$ cat src/rtl/pulse_timer_seq_if.sv
// Bus bundle between the pulse-channel core and its surroundings (CPU regs,
// frame counter strobes, sweep unit, envelope/mixer).
interface pulse_timer_seq_if;
  logic        cpu_clk_en;
  logic        apu_clk_en;
  logic        half_clk_en;
  logic        reg_we;
  logic [1:0]  reg_addr;
  logic [7:0]  reg_data;
  logic        channel_en;
  logic        sweep_change;
  logic [10:0] sweep_period;
  logic        sweep_mute;
  logic [10:0] timer_period;
  logic        sweep_enable;
  logic        sweep_negate;
  logic [2:0]  sweep_div_period;
  logic [2:0]  sweep_shift;
  logic        sweep_load;
  logic [5:0]  env_ctl;
  logic        env_start;
  logic        length_nonzero;
  logic        pulse_on;

  modport master (
    output cpu_clk_en, apu_clk_en, half_clk_en, reg_we, reg_addr, reg_data,
           channel_en, sweep_change, sweep_period, sweep_mute,
    input  timer_period, sweep_enable, sweep_negate, sweep_div_period,
           sweep_shift, sweep_load, env_ctl, env_start, length_nonzero, pulse_on
  );

  modport slave (
    input  cpu_clk_en, apu_clk_en, half_clk_en, reg_we, reg_addr, reg_data,
           channel_en, sweep_change, sweep_period, sweep_mute,
    output timer_period, sweep_enable, sweep_negate, sweep_div_period,
           sweep_shift, sweep_load, env_ctl, env_start, length_nonzero, pulse_on
  );
endinterface

$ cat src/rtl/pulse_timer_seq.sv
// Pulse-channel core: register decode, period timer, 8-step duty sequencer,
// length counter and gated pulse output. Optional macro: PULSE_LEN_WRITE_QUIRK_EN.
module pulse_timer_seq #(
  parameter int LEN_W = 8
) (
  input logic              clk,
  input logic              rst,
  pulse_timer_seq_if.slave bus
);

  logic [1:0]       duty_q, duty_d;
  logic [5:0]       env_ctl_q, env_ctl_d;
  logic             sweep_enable_q, sweep_enable_d;
  logic             sweep_negate_q, sweep_negate_d;
  logic [2:0]       sweep_div_q, sweep_div_d;
  logic [2:0]       sweep_shift_q, sweep_shift_d;
  logic             sweep_load_q, sweep_load_d;
  logic             env_start_q, env_start_d;
  logic [10:0]      period_q, period_d;
  logic [10:0]      timer_q, timer_d;
  logic [2:0]       step_q, step_d;
  logic [LEN_W-1:0] length_q, length_d;
  logic             pulse_on_q, pulse_on_d;

  logic       wr_en, wr0, wr1, wr2, wr3;
  logic       len_dec, load_blocked;
  logic [7:0] duty_pattern;
  logic       duty_bit;

  function automatic logic [LEN_W-1:0] len_lookup(input logic [4:0] idx);
    logic [7:0] v;
    v = 8'd0;
    case (idx)
      5'd0:  v = 8'd10;   5'd1:  v = 8'd254;  5'd2:  v = 8'd20;   5'd3:  v = 8'd2;
      5'd4:  v = 8'd40;   5'd5:  v = 8'd4;    5'd6:  v = 8'd80;   5'd7:  v = 8'd6;
      5'd8:  v = 8'd160;  5'd9:  v = 8'd8;    5'd10: v = 8'd60;   5'd11: v = 8'd10;
      5'd12: v = 8'd14;   5'd13: v = 8'd12;   5'd14: v = 8'd26;   5'd15: v = 8'd14;
      5'd16: v = 8'd12;   5'd17: v = 8'd16;   5'd18: v = 8'd24;   5'd19: v = 8'd18;
      5'd20: v = 8'd48;   5'd21: v = 8'd20;   5'd22: v = 8'd96;   5'd23: v = 8'd22;
      5'd24: v = 8'd192;  5'd25: v = 8'd24;   5'd26: v = 8'd72;   5'd27: v = 8'd26;
      5'd28: v = 8'd16;   5'd29: v = 8'd28;   5'd30: v = 8'd32;   5'd31: v = 8'd30;
      default: v = 8'd0;
    endcase
    return LEN_W'(v);
  endfunction

  assign wr_en = bus.reg_we & bus.cpu_clk_en;
  assign wr0   = wr_en & (bus.reg_addr == 2'd0);
  assign wr1   = wr_en & (bus.reg_addr == 2'd1);
  assign wr2   = wr_en & (bus.reg_addr == 2'd2);
  assign wr3   = wr_en & (bus.reg_addr == 2'd3);

  // Patterns are written step 0 in the MSB, so step s reads bit 7-s.
  always_comb begin
    duty_pattern = 8'b01000000;
    case (duty_q)
      2'd0: duty_pattern = 8'b01000000;
      2'd1: duty_pattern = 8'b01100000;
      2'd2: duty_pattern = 8'b01111000;
      2'd3: duty_pattern = 8'b10011111;
      default: duty_pattern = 8'b01000000;
    endcase
  end
  assign duty_bit = duty_pattern[3'd7 - step_q];

  assign len_dec = bus.half_clk_en & ~env_ctl_q[5] & (length_q != '0);
`ifdef PULSE_LEN_WRITE_QUIRK_EN
  assign load_blocked = len_dec;
`else
  assign load_blocked = 1'b0;
`endif

  always_comb begin
    duty_d         = duty_q;
    env_ctl_d      = env_ctl_q;
    sweep_enable_d = sweep_enable_q;
    sweep_negate_d = sweep_negate_q;
    sweep_div_d    = sweep_div_q;
    sweep_shift_d  = sweep_shift_q;
    sweep_load_d   = 1'b0;
    env_start_d    = 1'b0;
    period_d       = period_q;
    timer_d        = timer_q;
    step_d         = step_q;
    length_d       = length_q;

    if (wr0) begin
      duty_d    = bus.reg_data[7:6];
      env_ctl_d = bus.reg_data[5:0];
    end
    if (wr1) begin
      sweep_enable_d = bus.reg_data[7];
      sweep_div_d    = bus.reg_data[6:4];
      sweep_negate_d = bus.reg_data[3];
      sweep_shift_d  = bus.reg_data[2:0];
      sweep_load_d   = 1'b1;
    end

    // CPU period writes take priority over the sweep unit's update.
    if (wr2) period_d[7:0] = bus.reg_data;
    if (wr3) period_d[10:8] = bus.reg_data[2:0];
    if (!wr2 && !wr3 && bus.sweep_change) period_d = bus.sweep_period;

    if (bus.apu_clk_en) begin
      if (timer_q == 11'd0) begin
        timer_d = period_q;
        step_d  = step_q + 3'd1;
      end else begin
        timer_d = timer_q - 11'd1;
      end
    end
    if (wr3) begin
      step_d      = 3'd0;
      env_start_d = 1'b1;
    end

    if (!bus.channel_en)            length_d = '0;
    else if (wr3 && !load_blocked)  length_d = len_lookup(bus.reg_data[7:3]);
    else if (len_dec)               length_d = length_q - LEN_W'(1);

    pulse_on_d = duty_bit & (length_q != '0) & ~bus.sweep_mute;
  end

  always_ff @(posedge clk or posedge rst) begin
    if (rst) begin
      duty_q         <= '0;
      env_ctl_q      <= '0;
      sweep_enable_q <= 1'b0;
      sweep_negate_q <= 1'b0;
      sweep_div_q    <= '0;
      sweep_shift_q  <= '0;
      sweep_load_q   <= 1'b0;
      env_start_q    <= 1'b0;
      period_q       <= '0;
      timer_q        <= '0;
      step_q         <= '0;
      length_q       <= '0;
      pulse_on_q     <= 1'b0;
    end else begin
      duty_q         <= duty_d;
      env_ctl_q      <= env_ctl_d;
      sweep_enable_q <= sweep_enable_d;
      sweep_negate_q <= sweep_negate_d;
      sweep_div_q    <= sweep_div_d;
      sweep_shift_q  <= sweep_shift_d;
      sweep_load_q   <= sweep_load_d;
      env_start_q    <= env_start_d;
      period_q       <= period_d;
      timer_q        <= timer_d;
      step_q         <= step_d;
      length_q       <= length_d;
      pulse_on_q     <= pulse_on_d;
    end
  end

  assign bus.timer_period     = period_q;
  assign bus.sweep_enable     = sweep_enable_q;
  assign bus.sweep_negate     = sweep_negate_q;
  assign bus.sweep_div_period = sweep_div_q;
  assign bus.sweep_shift      = sweep_shift_q;
  assign bus.sweep_load       = sweep_load_q;
  assign bus.env_ctl          = env_ctl_q;
  assign bus.env_start        = env_start_q;
  assign bus.length_nonzero   = (length_q != '0);
  assign bus.pulse_on         = pulse_on_q;

endmodule

$ cat src/flat_wrapper.sv
// flat-port wrapper written by rule: the top's interface ports become plain ports
module pulse_timer_seq_flat 
#(
  parameter int LEN_W = 8
)
  (clk, rst, bus_cpu_clk_en, bus_apu_clk_en, bus_half_clk_en, bus_reg_we, bus_reg_addr, bus_reg_data, bus_channel_en, bus_sweep_change, bus_sweep_period, bus_sweep_mute, bus_timer_period, bus_sweep_enable, bus_sweep_negate, bus_sweep_div_period, bus_sweep_shift, bus_sweep_load, bus_env_ctl, bus_env_start, bus_length_nonzero, bus_pulse_on);
  pulse_timer_seq_if bus_i ();
  input logic clk;
  input logic rst;
  input wire logic [$bits(bus_i.cpu_clk_en)-1:0] bus_cpu_clk_en;
  input wire logic [$bits(bus_i.apu_clk_en)-1:0] bus_apu_clk_en;
  input wire logic [$bits(bus_i.half_clk_en)-1:0] bus_half_clk_en;
  input wire logic [$bits(bus_i.reg_we)-1:0] bus_reg_we;
  input wire logic [$bits(bus_i.reg_addr)-1:0] bus_reg_addr;
  input wire logic [$bits(bus_i.reg_data)-1:0] bus_reg_data;
  input wire logic [$bits(bus_i.channel_en)-1:0] bus_channel_en;
  input wire logic [$bits(bus_i.sweep_change)-1:0] bus_sweep_change;
  input wire logic [$bits(bus_i.sweep_period)-1:0] bus_sweep_period;
  input wire logic [$bits(bus_i.sweep_mute)-1:0] bus_sweep_mute;
  output wire logic [$bits(bus_i.timer_period)-1:0] bus_timer_period;
  output wire logic [$bits(bus_i.sweep_enable)-1:0] bus_sweep_enable;
  output wire logic [$bits(bus_i.sweep_negate)-1:0] bus_sweep_negate;
  output wire logic [$bits(bus_i.sweep_div_period)-1:0] bus_sweep_div_period;
  output wire logic [$bits(bus_i.sweep_shift)-1:0] bus_sweep_shift;
  output wire logic [$bits(bus_i.sweep_load)-1:0] bus_sweep_load;
  output wire logic [$bits(bus_i.env_ctl)-1:0] bus_env_ctl;
  output wire logic [$bits(bus_i.env_start)-1:0] bus_env_start;
  output wire logic [$bits(bus_i.length_nonzero)-1:0] bus_length_nonzero;
  output wire logic [$bits(bus_i.pulse_on)-1:0] bus_pulse_on;
  assign bus_i.cpu_clk_en = bus_cpu_clk_en;
  assign bus_i.apu_clk_en = bus_apu_clk_en;
  assign bus_i.half_clk_en = bus_half_clk_en;
  assign bus_i.reg_we = bus_reg_we;
  assign bus_i.reg_addr = bus_reg_addr;
  assign bus_i.reg_data = bus_reg_data;
  assign bus_i.channel_en = bus_channel_en;
  assign bus_i.sweep_change = bus_sweep_change;
  assign bus_i.sweep_period = bus_sweep_period;
  assign bus_i.sweep_mute = bus_sweep_mute;
  assign bus_timer_period = bus_i.timer_period;
  assign bus_sweep_enable = bus_i.sweep_enable;
  assign bus_sweep_negate = bus_i.sweep_negate;
  assign bus_sweep_div_period = bus_i.sweep_div_period;
  assign bus_sweep_shift = bus_i.sweep_shift;
  assign bus_sweep_load = bus_i.sweep_load;
  assign bus_env_ctl = bus_i.env_ctl;
  assign bus_env_start = bus_i.env_start;
  assign bus_length_nonzero = bus_i.length_nonzero;
  assign bus_pulse_on = bus_i.pulse_on;
  pulse_timer_seq #(.LEN_W(LEN_W)) u_core (.clk(clk), .rst(rst), .bus(bus_i));
endmodule
$ cat config.mk
export PLATFORM = sky130hd
export DESIGN_NAME = pulse_timer_seq_flat
export DESIGN_NICKNAME = d
export VERILOG_FILES = /design/src/rtl/pulse_timer_seq_if.sv /design/src/rtl/pulse_timer_seq.sv /design/src/flat_wrapper.sv
export SDC_FILE = /design/constraint.sdc
export NUM_CORES = 1
export LEC_CHECK = 0
export CORE_ASPECT_RATIO = 0.7
export CORE_MARGIN = 10
export CORE_UTILIZATION = 40
export DETAILED_ROUTE_END_ITERATION = 16
export GPL_TIMING_DRIVEN = 0
export PLACE_DENSITY_LB_ADDON = 0.2
export SETUP_SLACK_MARGIN = 0.02
export SLEW_MARGIN = 20
export SYNTH_ARGS = -nofsm -noshare
export SYNTH_HDL_FRONTEND = slang
export SYNTH_SLANG_ARGS = --single-unit
$ cat constraint.sdc
create_clock -name clk -period 3.1 [get_ports clk]
set_input_delay 0.465 -clock clk [delete_from_list [all_inputs] [get_ports clk]]
set_output_delay 0.465 -clock clk [all_outputs]
set_load 0.02 [all_outputs]
==> flow_summary.ini <==
[die]
start_util_pct = 40.9
row_count = 26
pin_count = 59
die_w_um = 123
dieHeight_um = 92.3
coreArea_mm2 = 0.00729
die-area_mm2 = 0.0114

[final_layout]
final_area_mm2 = 0.00377
area_delta_synth_final_pct = 26.3
final_layout_size_suffix_gt1_share_pct = 10.6
antennaDiodeCount = 0
nets = 411
final_cells = 467
utilization_pct = 51.7

[critical_path]
critPathRequiredTime_ns = 2.63
critical_path.cell_chain = nor4_1 > nand2_1 > clkdlybuf4s50_1
start_kind = flip-flop
worstReg2RegStart = u_core.timer_q[0]
crit_family = simple AND/OR/NAND/NOR gates
path_class = flip-flop to output pin
crit_fanout = 6
slowest_stage = nor4_1
crit_start = u_core.length_q[4]
cpPeakStageDelay_ns = 0.80
end_kind = output pin
cp_num_buf_inv = 1
worstPathArrival_ns = 2.20

[logic_synthesis]
syn_nets = 347
synth_area_per_cell_um2 = 9.81
synth_warnings = 0
yosysUniqueCellTypes = 58
syn-instance-count = 304
ys.flop_type = dfrtp_1
synth-edff-count = 0
seq_area_frac_synth_pct = 43.6
ys_ff_latch = 52
synth.cell_area_mm2 = 0.00298
async_reset_ff_share_pct = 100

[global_route]
track_usage_pct = 14.2
antenna_found_initial = 0
grt_remaining_overflow = 0
grt_max_degree = 53
grt_pass1_vias = 2465
grt_pass1_wl_mm = 13.1

[clock_network]
clock_latency_ns = 0.30
cts_setup_buffers = 0
cts_tree = done
clk_pin_slew_ns = 0.09
ctsHoldBuffers = 0
cts_buffer_depth = 2
cts_root_buffer = clkbuf_8
cts_inserted_buffers = 5
htree_levels = 2
ctsResizeCount = 0
clock_sinks = 52

[pwr]
comb_power_share_pct = 39.7
p_leak_nw = 1.61
seq_power_share_pct = 43.0
p_switching_mw = 0.862
clkPwrFrac_pct = 17.3
power_density_mw_per_mm2 = 615
netSwitchingFraction_pct = 37.2
power_mw = 2.32
ir_worst_vdd_v = 0.000284
p_int_mw = 1.46

[hold_path]
hp-start = u_core.bus.sweep_shift[0]
hold_class = flip-flop to flip-flop

[job]
drv_cap = 0

[detailed_routing]
drc = 0
drtPass1Iterations = 5
drtAntennaViolNets = 0
drt-initial-drc-count = 151
vias = 2600
wire_per_inst_um = 17.2
via_per_inst = 5.57
drt_wl_total_mm = 8.05

[placed_design]
numPortBuffers = 57
pre_cts_ws_ns = 0.506
place_area_mm2 = 0.00368
place_congestion = 0.910
dp_hpwl_mm = 6.10
placed_cells_incl_taps = 459

[sta]
slew_violations = 0
rsz0062_at_grt = no
finalCritPeriodShare_pct = 86.1
finClkSkew_ns = 0.00124
fmax_mhz = 375
worst_pin_slew_ns = 0.897
hold_viol = 0
slew_headroom_pct = 39.7
setup_ws_ns = 0.432
whs_ns = 0.516
final.setup.tns_ns = 0
finalSetupViolations = 0
finalCriticalPeriod_ns = 2.67

[outcome]
outcome = completed
==> cell families (layout without fill, tap and decap cells) <==
logic type	after synthesis	after routing	share of synthesized area, %
AOI/OAI and AO/OA	83	83	18.1
xor gates and xnor gates	6	6	1.76
adders and majority gates	13	13	5.45
buffers and inverters	34	99	4.53
DFF	52	52	43.6
muxes	27	27	10.2
and+or+nand+nor	89	89	16.4
==> synth_stat cells, types with 3 or more instances <==
library cell	number	area, um2
a21oi_1	18	90.1
a22oi_1	6	45.0
nor2_1	15	56.3
mux2i_1	10	100
or2_2	3	18.8
or3_1	4	25.0
dfrtp_1	52	1300
ha_1	13	163
nor3_1	3	15.0
nand2_1	29	109
a31oi_1	4	25.0
xnor2_1	6	52.6
clkbuf_1	11	41.3
nand3_1	9	45.0
nor2b_1	3	18.8
inv_1	21	78.8
a211oi_1	3	22.5
mux2_2	16	180
o21ai_0	27	135
nor3b_1	3	22.5
==> worst reg2reg max path, stage by stage, from the launching register on <==
cell       delay (ns)
dfrtp_1          0.45
inv_1            0.11
ha_1             0.16
or4b_4           0.52
or3_1            0.39
buf_6            0.15
a2bb2oi_2        0.13
o22a_1           0.21
==> power groups by stage <==
stage          combinational, mW  clock [mW]  sequential [mW]
2_1_floorplan              0.524           0             1.04
3_3_place_gp               0.908           0            0.998
3_5_place_dp               0.918           0             1.01
4_1_cts                    0.924       0.415            0.995
5_1_grt                     1.01       0.442             1.03
6_report                   0.921       0.402            0.997
==> final timing paths <==
check	endpoint	slack [ns]	cells after the start
setup / recovery	bus_length_nonzero	0.43	3
hold / removal	u_core.bus.sweep_shift[0]	0.52	1
setup reg to reg	u_core.timer_q[4]	0.88	7
hold reg to reg	u_core.bus.sweep_shift[0]	0.52	1
max in group asynchronous	u_core.bus.sweep_div_period[1]	2.06	2
min in group asynchronous	u_core.bus.env_start	0.61	2
==> sequential cells by signal (all words and copies together), names as in the netlist <==
signal,count
u_core.timer_q,11
u_core.step_q,3
u_core.bus.timer_period,11
u_core.bus.sweep_negate,1
u_core.bus.sweep_div_period,3
u_core.length_q,8
u_core.bus.sweep_enable,1
u_core.bus.env_start,1
u_core.duty_q,2
u_core.bus.env_ctl,6
u_core.bus.pulse_on,1
u_core.bus.sweep_shift,3
u_core.bus.sweep_load,1
==> layer usage <==
metal	up-vias	wire, um	global-route usage, %
met5	-	0	0
met4	0	72	2.80
met3	10	805	5.27
met2	114	3410	19.9
met1	1248	3760	20.3
li1	1228	-	-
==> layout make-up <==
| class | instances | area (um2) |
|---|---|---|
| multi-input cells | 218 | 1550 |
| fillers | 683 | 3520 |
| inverters | 22 | 85.1 |
| clock buffers | 8 | 90.1 |
| plain buffers | 12 | 52.6 |
| flip-flops and latches | 52 | 1300 |
| repair buffers | 57 | 571 |
| well taps | 98 | 123 |
==> cells in the final DEF (no fill, tap or decap), types with 3 or more instances in the layout <==
cell and instances:
or3_1 4, nor2_1 15, mux2_2 16, a22oi_1 6
inv_1 20, nor3_1 3, nor3b_1 3, a21oi_1 18
ha_1 13, o21ai_0 27, or2_2 3, nand2_1 29
clkbuf_1 13, mux2i_1 10, nor2b_1 3, xnor2_1 6
a31oi_1 4, clkdlybuf4s50_1 57, nand3_1 9, dfrtp_1 52
a211oi_1 3, clkbuf_8 6
No activity file was read; power rests on OpenSTA's default activity.
